File: src/rtl/cmp_pkg.sv
// Shared types and helpers for the chunked iterative comparator.
// The FSM states, result bundle and chunk-count helper live here so they stay consistent across files.
package cmp_pkg;

  typedef enum logic [1:0] {
    IDLE = 2'd0,
    SCAN = 2'd1,
    DONE = 2'd2
  } state_t;

  typedef struct packed {
    logic eq;
    logic neq;
    logic grt;
    logic lss;
  } result_t;

  function automatic int nchunk(input int width, input int chunk);
    return width / chunk;
  endfunction

endpackage

File: src/rtl/cmp_chunk.sv
// Combinational magnitude compare of one CHUNK-bit slice.
// msb_flip inverts the top bit so that the most significant slice orders two's-complement values.
module cmp_chunk #(
  parameter int CHUNK = 8
) (
  input  logic [CHUNK-1:0] a,
  input  logic [CHUNK-1:0] b,
  input  logic             msb_flip,
  output logic             gt,
  output logic             lt
);

  logic [CHUNK-1:0] flip;
  logic [CHUNK-1:0] a_adj;
  logic [CHUNK-1:0] b_adj;

  assign flip  = msb_flip ? (CHUNK'(1) << (CHUNK - 1)) : '0;
  assign a_adj = a ^ flip;
  assign b_adj = b ^ flip;
  assign gt    = a_adj > b_adj;
  assign lt    = a_adj < b_adj;

endmodule

File: src/rtl/cmp_iter.sv
// Iterative comparator: scans operands one chunk per cycle from the MSB end and stops
// at the first differing chunk; the result is held until the consumer takes it.
module cmp_iter
  import cmp_pkg::*;
#(
  parameter int WIDTH = 32,
  parameter int CHUNK = 8
) (
  input  logic             clk,
  input  logic             resetn,
  input  logic             in_valid,
  output logic             in_ready,
  input  logic             sign,
  input  logic [WIDTH-1:0] op1,
  input  logic [WIDTH-1:0] op2,
  output logic             out_valid,
  input  logic             out_ready,
  output logic             eq,
  output logic             neq,
  output logic             grt,
  output logic             lss
);

  localparam int NCHUNK = nchunk(WIDTH, CHUNK);
  localparam int IW     = (NCHUNK > 1) ? $clog2(NCHUNK) : 1;

  if ((WIDTH % CHUNK) != 0) begin : g_bad_chunk
    $error("cmp_iter: WIDTH must be a multiple of CHUNK");
  end

  state_t           state_reg, state_next;
  logic [IW-1:0]    idx_reg, idx_next;
  logic             sign_reg, sign_next;
  logic [WIDTH-1:0] op1_reg, op1_next;
  logic [WIDTH-1:0] op2_reg, op2_next;
  result_t          res_reg, res_next;

  logic [CHUNK-1:0] a_chunks [NCHUNK];
  logic [CHUNK-1:0] b_chunks [NCHUNK];
  logic [CHUNK-1:0] chunk_a;
  logic [CHUNK-1:0] chunk_b;
  logic             msb_flip;
  logic             chunk_gt;
  logic             chunk_lt;

  genvar gi;
  for (gi = 0; gi < NCHUNK; gi++) begin : g_slice
    assign a_chunks[gi] = op1_reg[gi*CHUNK +: CHUNK];
    assign b_chunks[gi] = op2_reg[gi*CHUNK +: CHUNK];
  end

  assign chunk_a  = a_chunks[idx_reg];
  assign chunk_b  = b_chunks[idx_reg];
  // Only the top slice carries the sign bit.
  assign msb_flip = sign_reg && (idx_reg == IW'(NCHUNK - 1));

  cmp_chunk #(.CHUNK(CHUNK)) u_chunk (
    .a        (chunk_a),
    .b        (chunk_b),
    .msb_flip (msb_flip),
    .gt       (chunk_gt),
    .lt       (chunk_lt)
  );

  always_ff @(posedge clk or negedge resetn) begin
    if (!resetn) begin
      state_reg <= IDLE;
      idx_reg   <= '0;
      sign_reg  <= 1'b0;
      op1_reg   <= '0;
      op2_reg   <= '0;
      res_reg   <= '0;
    end else begin
      state_reg <= state_next;
      idx_reg   <= idx_next;
      sign_reg  <= sign_next;
      op1_reg   <= op1_next;
      op2_reg   <= op2_next;
      res_reg   <= res_next;
    end
  end

  always_comb begin
    state_next = state_reg;
    idx_next   = idx_reg;
    sign_next  = sign_reg;
    op1_next   = op1_reg;
    op2_next   = op2_reg;
    res_next   = res_reg;
    case (state_reg)
      IDLE: begin
        if (in_valid) begin
          sign_next  = sign;
          op1_next   = op1;
          op2_next   = op2;
          idx_next   = IW'(NCHUNK - 1);
          state_next = SCAN;
        end
      end
      SCAN: begin
        if (chunk_gt || chunk_lt) begin
          res_next   = '{eq: 1'b0, neq: 1'b1, grt: chunk_gt, lss: chunk_lt};
          state_next = DONE;
        end else if (idx_reg == '0) begin
          res_next   = '{eq: 1'b1, neq: 1'b0, grt: 1'b0, lss: 1'b0};
          state_next = DONE;
        end else begin
          idx_next = idx_reg - IW'(1);
        end
      end
      DONE: begin
        if (out_ready) state_next = IDLE;
      end
      default: state_next = IDLE;
    endcase
  end

  assign in_ready  = (state_reg == IDLE);
  assign out_valid = (state_reg == DONE);
  assign eq        = res_reg.eq;
  assign neq       = res_reg.neq;
  assign grt       = res_reg.grt;
  assign lss       = res_reg.lss;

endmodule

File: config.mk
export PLATFORM = sky130hd
export DESIGN_NAME = cmp_iter
export DESIGN_NICKNAME = d
export VERILOG_FILES = /design/src/rtl/cmp_pkg.sv /design/src/rtl/cmp_chunk.sv /design/src/rtl/cmp_iter.sv
export SDC_FILE = /design/constraint.sdc
export NUM_CORES = 1
export LEC_CHECK = 0
export BUFFER_PORTS_ARGS = -buffer_cell sky130_fd_sc_hd__buf_4
export CORE_MARGIN = 2
export CORE_UTILIZATION = 45
export CTS_BUF_LIST = sky130_fd_sc_hd__clkbuf_8
export CTS_CLUSTER_DIAMETER = 50
export CTS_CLUSTER_SIZE = 28
export DETAILED_ROUTE_END_ITERATION = 8
export PLACE_DENSITY = 0.68
export SYNTH_ARGS = -nofsm -noshare
export SYNTH_HDL_FRONTEND = slang
export SYNTH_SLANG_ARGS = --single-unit
export TNS_END_PERCENT = 100
File: constraint.sdc
create_clock -name clk -period 3.6 [get_ports clk]
set_input_delay 0.72 -clock clk [delete_from_list [all_inputs] [get_ports clk]]
set_output_delay 0.72 -clock clk [all_outputs]
set_load 0.05 [all_outputs]
==> results of run 1 <==
==> synthesized netlist by cell type <==
library cell and count:
buf_2 2, dfrtp_1 73, inv_1 10, xnor2_1 1, ha_1 10, xor2_1 1
buf_12 1, buf_4 6, buf_6 3, and2_4 1, and2b_1 2, a221o_1 1
mux4_2 16, a2bb2oi_1 1, a21oi_1 5, nor2b_1 1, o21ai_0 5, o211a_1 1
nor3_1 1, nand2_1 4, nor2_1 5, o21a_1 2, nand2b_1 3, mux2i_1 2
mux2_2 48, a211oi_1 1, a21o_1 1, mux2_4 17, nand4_1 2, o311ai_2 1
==> critical path, stage by stage (launching register included) <==
cell and delay [ps]:
dfrtp_1 670, buf_4 290, mux4_2 540, ha_1 330, nand4_1 150, nor3_1 410, o311ai_2 250, mux2i_1 160
==> routing by layer <==
metal,vias to the layer above,wire (um)
met3,6,285
met2,43,3320
met1,1052,2760
li1,979,-
met4,0,88
met5,-,0
==> placed cells by master (no fill, tap or decap) <==
cell type | synthesis | final
dfrtp_1 | 73 | 73
mux2i_1 | 2 | 2
xor2_1 | 1 | 1
a21oi_1 | 5 | 5
nor3_1 | 1 | 1
o21ai_0 | 5 | 5
nand2_1 | 4 | 4
o21a_1 | 2 | 2
xnor2_1 | 1 | 1
a2bb2oi_1 | 1 | 1
buf_4 | 6 | 77
nand2b_1 | 3 | 3
and2b_1 | 2 | 2
o311ai_2 | 1 | 1
clkinv_2 | 0 | 3
nand4_1 | 2 | 2
nor2_1 | 5 | 5
ha_1 | 10 | 10
and2_4 | 1 | 1
a21o_1 | 1 | 1
o211a_1 | 1 | 1
nor2b_1 | 1 | 1
clkbuf_8 | 0 | 11
a221o_1 | 1 | 1
mux4_2 | 16 | 16
mux2_4 | 17 | 17
a211oi_1 | 1 | 1
mux2_2 | 48 | 48
inv_1 | 10 | 12
==> power by group through the flow <==
stage	clock network [mW]	logic, mW	registers, mW
after floorplan	0	1.12	1.40
after global placement	0	1.34	1.44
after detailed placement	0	1.37	1.44
after CTS	0.581	1.38	1.43
after global routing	0.619	1.49	1.48
final	0.565	1.36	1.43
==> kinds of logic after synthesis <==
logic type / share of synthesized area [%]
multiplexers: 33.4
AND/OR/NAND/NOR: 2.85
XOR/XNOR: 0.498
flip-flops: 51.9
adder cells (fa/ha/maj): 3.56
AO/OA/AOI/OAI: 3.56
buffers and inverters: 4.16
==> final cells by class <==
class | count | area (sq um)
flip-flops and latches | 73 | 1830
repair buffers | 77 | 578
multi-input cells | 132 | 1540
inverters | 10 | 37.5
fillers | 661 | 3360
clock buffers | 11 | 151
clock inverters | 5 | 22.5
well taps | 102 | 128
==> worst max path at each step <==
stage	end	slack, ps	depth (start not counted)
global placement	idx_reg[1]$_DFFE_PN0P_	730	7
floorplan	idx_reg[0]$_DFFE_PN0P_	1030	8
CTS	idx_reg[0]$_DFFE_PN0P_	630	7
detailed placement	idx_reg[0]$_DFFE_PN0P_	660	7
global route	idx_reg[0]$_DFFE_PN0P_	410	7
finish	idx_reg[0]$_DFFE_PN0P_	660	7
==> through the flow <==
stage | util [%] | hold slack (ps) | instances
6_report | 56.1 | 504 | 410
5_1_grt | 56.1 | 522 | 410
4_1_cts | 56.1 | 509 | 410
3_5_place_dp | 53.8 | 490 | 394
3_3_place_gp | 53.8 | 485 | 394
2_1_floorplan | - | 424 | 227
==> impl_metrics.toml, run 1 <==
[run_status]
outcome = "finished clean"

[setup_path]
cp_data_required_time_ps = 3810
start_kind = "register"
critPathKind = "register to register"
reg2reg_slack_ps = 660
worstPathArrival_ps = 3150
reg2reg_to = "idx_reg[0]$_DFFE_PN0P_"
setup.worst_path.start = "idx_reg[0]$_DFFE_PN0P_"
end_kind = "register"
reg2reg_depth = 7
crit_fanout = 9
rr_startpoint = "idx_reg[0]$_DFFE_PN0P_"

[logic_synthesis]
synthTopCellsByArea = "dfrtp_1 (52%), mux2_2 (15%), mux4_2 (10%)"
yosysTopAreaCell = "dfrtp_1"
synth_top_area_share_pct = 51.9
ys_types = 30
syn_area_per_cell_sq_um = 15.5
synthesis.nets = 306
syn_inst = 227
seq_area_frac_synth_pct = 51.9
synth-seq-cells = 73
syn_area_sq_mm = 0.00352
yosys_warnings = 0

[detailed_routing]
vias = 2080
drc = 0
drt_first_iter_violations = 41
dr.pass1.iters = 6
ant_nets = 0
vias_per_cell = 5.07
wl_um = 6460
wl_per_cell_um = 15.7

[global_route]
grt_pass1_vias = 2124
top_usage_layer = "met2"
use_met3_pct = 4.96
grt_first_pass_wirelength_um = 10400
grt_max_degree = 74
gr-total-overflow = 0
met2_usage_pct = 27.5
grt_usage_pct = 16.4
grt_antenna_before_repair = 0
grt_util_met1_pct = 20.2

[cts]
ctsHtreeMaxLevel = 3
clk_pin_slew_ps = 70
cts_tree = "built"
insertion_delay_ps = 340
hold_buffers = 0
cts_setup_buffers = 0
clkSinkCount = 73
cts_buffer_depth = 2
cts_resized = 0
cts_buffers = 9
root_buffer = "clkbuf_8"

[timing]
timing_hold_violations_final = 0
fmax_ghz = 0.340
setup_viol = 0
maxSlewHeadroom_pct = 35.5
tightest_slew_ps = 968
rsz0062_at_grt = "false"
finalSetupTns_ps = 0
fin_worst_skew_ps = 6.37
fin_ws_ps = 662
drv_slew = 0
finalCriticalPeriod_ps = 2940
fin_crit_sh_pct = 81.6

[pwr]
pwr-share-clk_pct = 16.8
p_leak_nw = 2.01
p_per_area_mw_per_mm2 = 782
p_sw_share_pct = 31.5
internal-power_mw = 2.30
power_frac_seq_pct = 42.5
p_comb_share_pct = 40.6
ir_worst_vdd_v = 0.000288
totalPowerFinal_mw = 3.36
p_switching_mw = 1.06

[floorplanning]
fp.dieW_um = 92.4
core_area_sq_mm = 0.00765
num_rows = 32
fp.dieH_um = 92.4
io-pin-count = 75
start_util_pct = 46.0
die_area_sq_mm = 0.00854

[finish]
fin_nets = 382
layout-drive-gt1-share_pct = 56.5
diodes = 0
fin_area_sq_mm = 0.00429
area_growth_pct = 21.9

[placement]
dpl.hpwl_um = 4600
place.gp.congestion = 0.769
numPortBuffers = 74
pre_cts_slack_ps = 656
placed_cell_area_sq_mm = 0.00411

[worst_hold_path]
hp-class = "input port to async pin"

[job]
timing.max_cap.violations = 0
Note: power is estimated with default switching activity, not from simulation.
==> run 2: changes to the inputs <==
==> constraint.sdc (replaced) <==
create_clock -name clk -period 2.8 [get_ports clk]
set_input_delay 0.56 -clock clk [delete_from_list [all_inputs] [get_ports clk]]
set_output_delay 0.56 -clock clk [all_outputs]
set_load 0.05 [all_outputs]
==> run 2 against run 1 <==
Compared with the run above:
- combinational power increased by 29%
- fmax increased by 13%
- die area unchanged
- global-route usage increased by 0.59 points
- power increased by 37%
- wire length increased by 0.84%
- critical path depth increased by 1
- sequential share of layout area decreased by 1.0 points
- final cell count unchanged
- core utilization increased by 1.4 points
==> impl_metrics.toml, run 2 (synthesis gave the netlist of run 1 again) <==
[timing]
rsz0062_at_grt = "false"
maxSlewHeadroom_pct = 40.0
drv_slew = 0
fin_worst_skew_ps = 6.75
setup_viol = 0
finalCriticalPeriod_ps = 2600
fmax_ghz = 0.385
fin_crit_sh_pct = 92.7
finalSetupTns_ps = 0
tightest_slew_ps = 900
timing_hold_violations_final = 0

[detailed_routing]
vias = 2082
vias_per_cell = 5.08
wl_um = 6510
wl_per_cell_um = 15.9
drt_first_iter_violations = 95
drc = 0
dr.pass1.iters = 4
ant_nets = 0

[setup_path]
reg2reg_depth = 8
cp.depth = 8
worstPathBufferInverterCount = 1
crit_fanout = 11
crit_slowest_cell = "mux4_2"
crit_family = "compound AO/OA/AOI/OAI gates"
max_stage_delay_ps = 510
critPathKind = "register to register"
cp_data_required_time_ps = 3030
start_kind = "register"
worstPathArrival_ps = 2830
end_kind = "register"
crit_chain = "buf_12, mux4_2, xor2_1, ha_1, nand2_1, o21ai_0, nor2_1, a221o_1"

[cts]
clk_pin_slew_ps = 80
cts_buffer_depth = 2
ctsHtreeMaxLevel = 3
hold_buffers = 0
insertion_delay_ps = 350
cts_buffers = 9
root_buffer = "clkbuf_8"
clkSinkCount = 73
cts_tree = "built"

[finish]
layout-drive-gt1-share_pct = 57.5
diodes = 0
fill_cells = 625
seq_area_sq_mm = 0.00183
final_common_cell = "buf_4"
fin_nets = 383
area_growth_pct = 25.0
multiInputGateArea_sq_mm = 0.00155
layout_common_cells = "buf_4 (75), dfrtp_1 (73), mux2_2 (48)"

[pwr]
totalPowerFinal_mw = 4.58
p_per_area_mw_per_mm2 = 1040
ir_worst_vdd_v = 0.000519
p_leak_nw = 2.05

[floorplanning]
io-pin-count = 75
fp.dieW_um = 92.4
core_area_sq_mm = 0.00765
fp.dieH_um = 92.4
die_area_sq_mm = 0.00854
num_rows = 32
start_util_pct = 46.0

[global_route]
grt_util_met1_pct = 21.7
grt_first_pass_wirelength_um = 11000
gr-total-overflow = 0
grt_max_degree = 74
grt_usage_pct = 17.0
grt_antenna_before_repair = 0
top_usage_layer = "met2"
met2_usage_pct = 27.8
use_met3_pct = 3.09
grt_pass1_vias = 2238

[worst_hold_path]
hp-class = "input port to async pin"

[run_status]
outcome = "finished clean"

[placement]
dpl.hpwl_um = 4700
place.gp.congestion = 0.806
numPortBuffers = 74

[job]
timing.max_cap.violations = 0
-- run 2: layout make-up --
class                      instances  share of cell area (%)
inverter                          10                   0.854
clock inverter                     6                    2.45
clock buffer                       9                    2.82
multi-input combinational        132                    35.2
sequential                        73                    41.6
timing repair buffer              78                    14.2
tap                              102                    2.90
-- run 2: power breakdown --
| group | switching, mW | leakage [nW] | internal [mW] |
|---|---|---|---|
| Combinational | 0.711 | 1.08 | 1.04 |
| Clock | 0.385 | 0.115 | 0.583 |
| Sequential | 0.292 | 0.852 | 1.57 |
-- run 2: worst paths after layout --
| path | start | to | slack, ps |
|---|---|---|---|
| max reg2reg | idx_reg[0]$_DFFE_PN0P_ | neq$_DFFE_PN0P_ | 200 |
| max | idx_reg[0]$_DFFE_PN0P_ | neq$_DFFE_PN0P_ | 200 |
| max in group asynchronous | resetn | op2_reg[13]$_DFFE_PN0P_ | 1870 |
| min reg2reg | op1_reg[24]$_DFFE_PN0P_ | op1_reg[24]$_DFFE_PN0P_ | 510 |
| min | resetn | op1_reg[10]$_DFFE_PN0P_ | 320 |
| min in group clk | op2[12] | op2_reg[12]$_DFFE_PN0P_ | 440 |
-- run 2: worst register-to-register path, cell delays in order, from the launching register on --
cell     delay (ps)
dfrtp_1         400
buf_12          160
mux4_2          510
xor2_1          150
ha_1            310
nand2_1          80
o21ai_0         360
nor2_1          150
a221o_1         360
-- run 2: metal layers --
layer	wire length [um]	vias to the layer above	part of all wire, %
met4	156	0	2.4
li1	-	982	-
met2	3360	39	52
met5	0	-	0
met3	211	12	3.2
met1	2780	1049	43
-- run 2: metrics by stage --
step / hold slack (ps) / instance area, sq um / setup WS (ps) / instances / utilization, %
after global routing: 413 / 4400 / 42.9 / 410 / 57.5
after floorplan: 264 / 3520 / 226 / 227 / -
final: 325 / 4400 / 204 / 410 / 57.5
after CTS: 373 / 4390 / 178 / 410 / 57.4
after detailed placement: 492 / 4160 / 207 / 395 / 54.4
after global placement: 489 / 4160 / 222 / 395 / 54.4
-- run 2: repair_timing --
action | in CTS | in global routing
resized for setup | 0 | 1
endpoints found under the setup margin | 0 | 2
setup buffers | 0 | 0
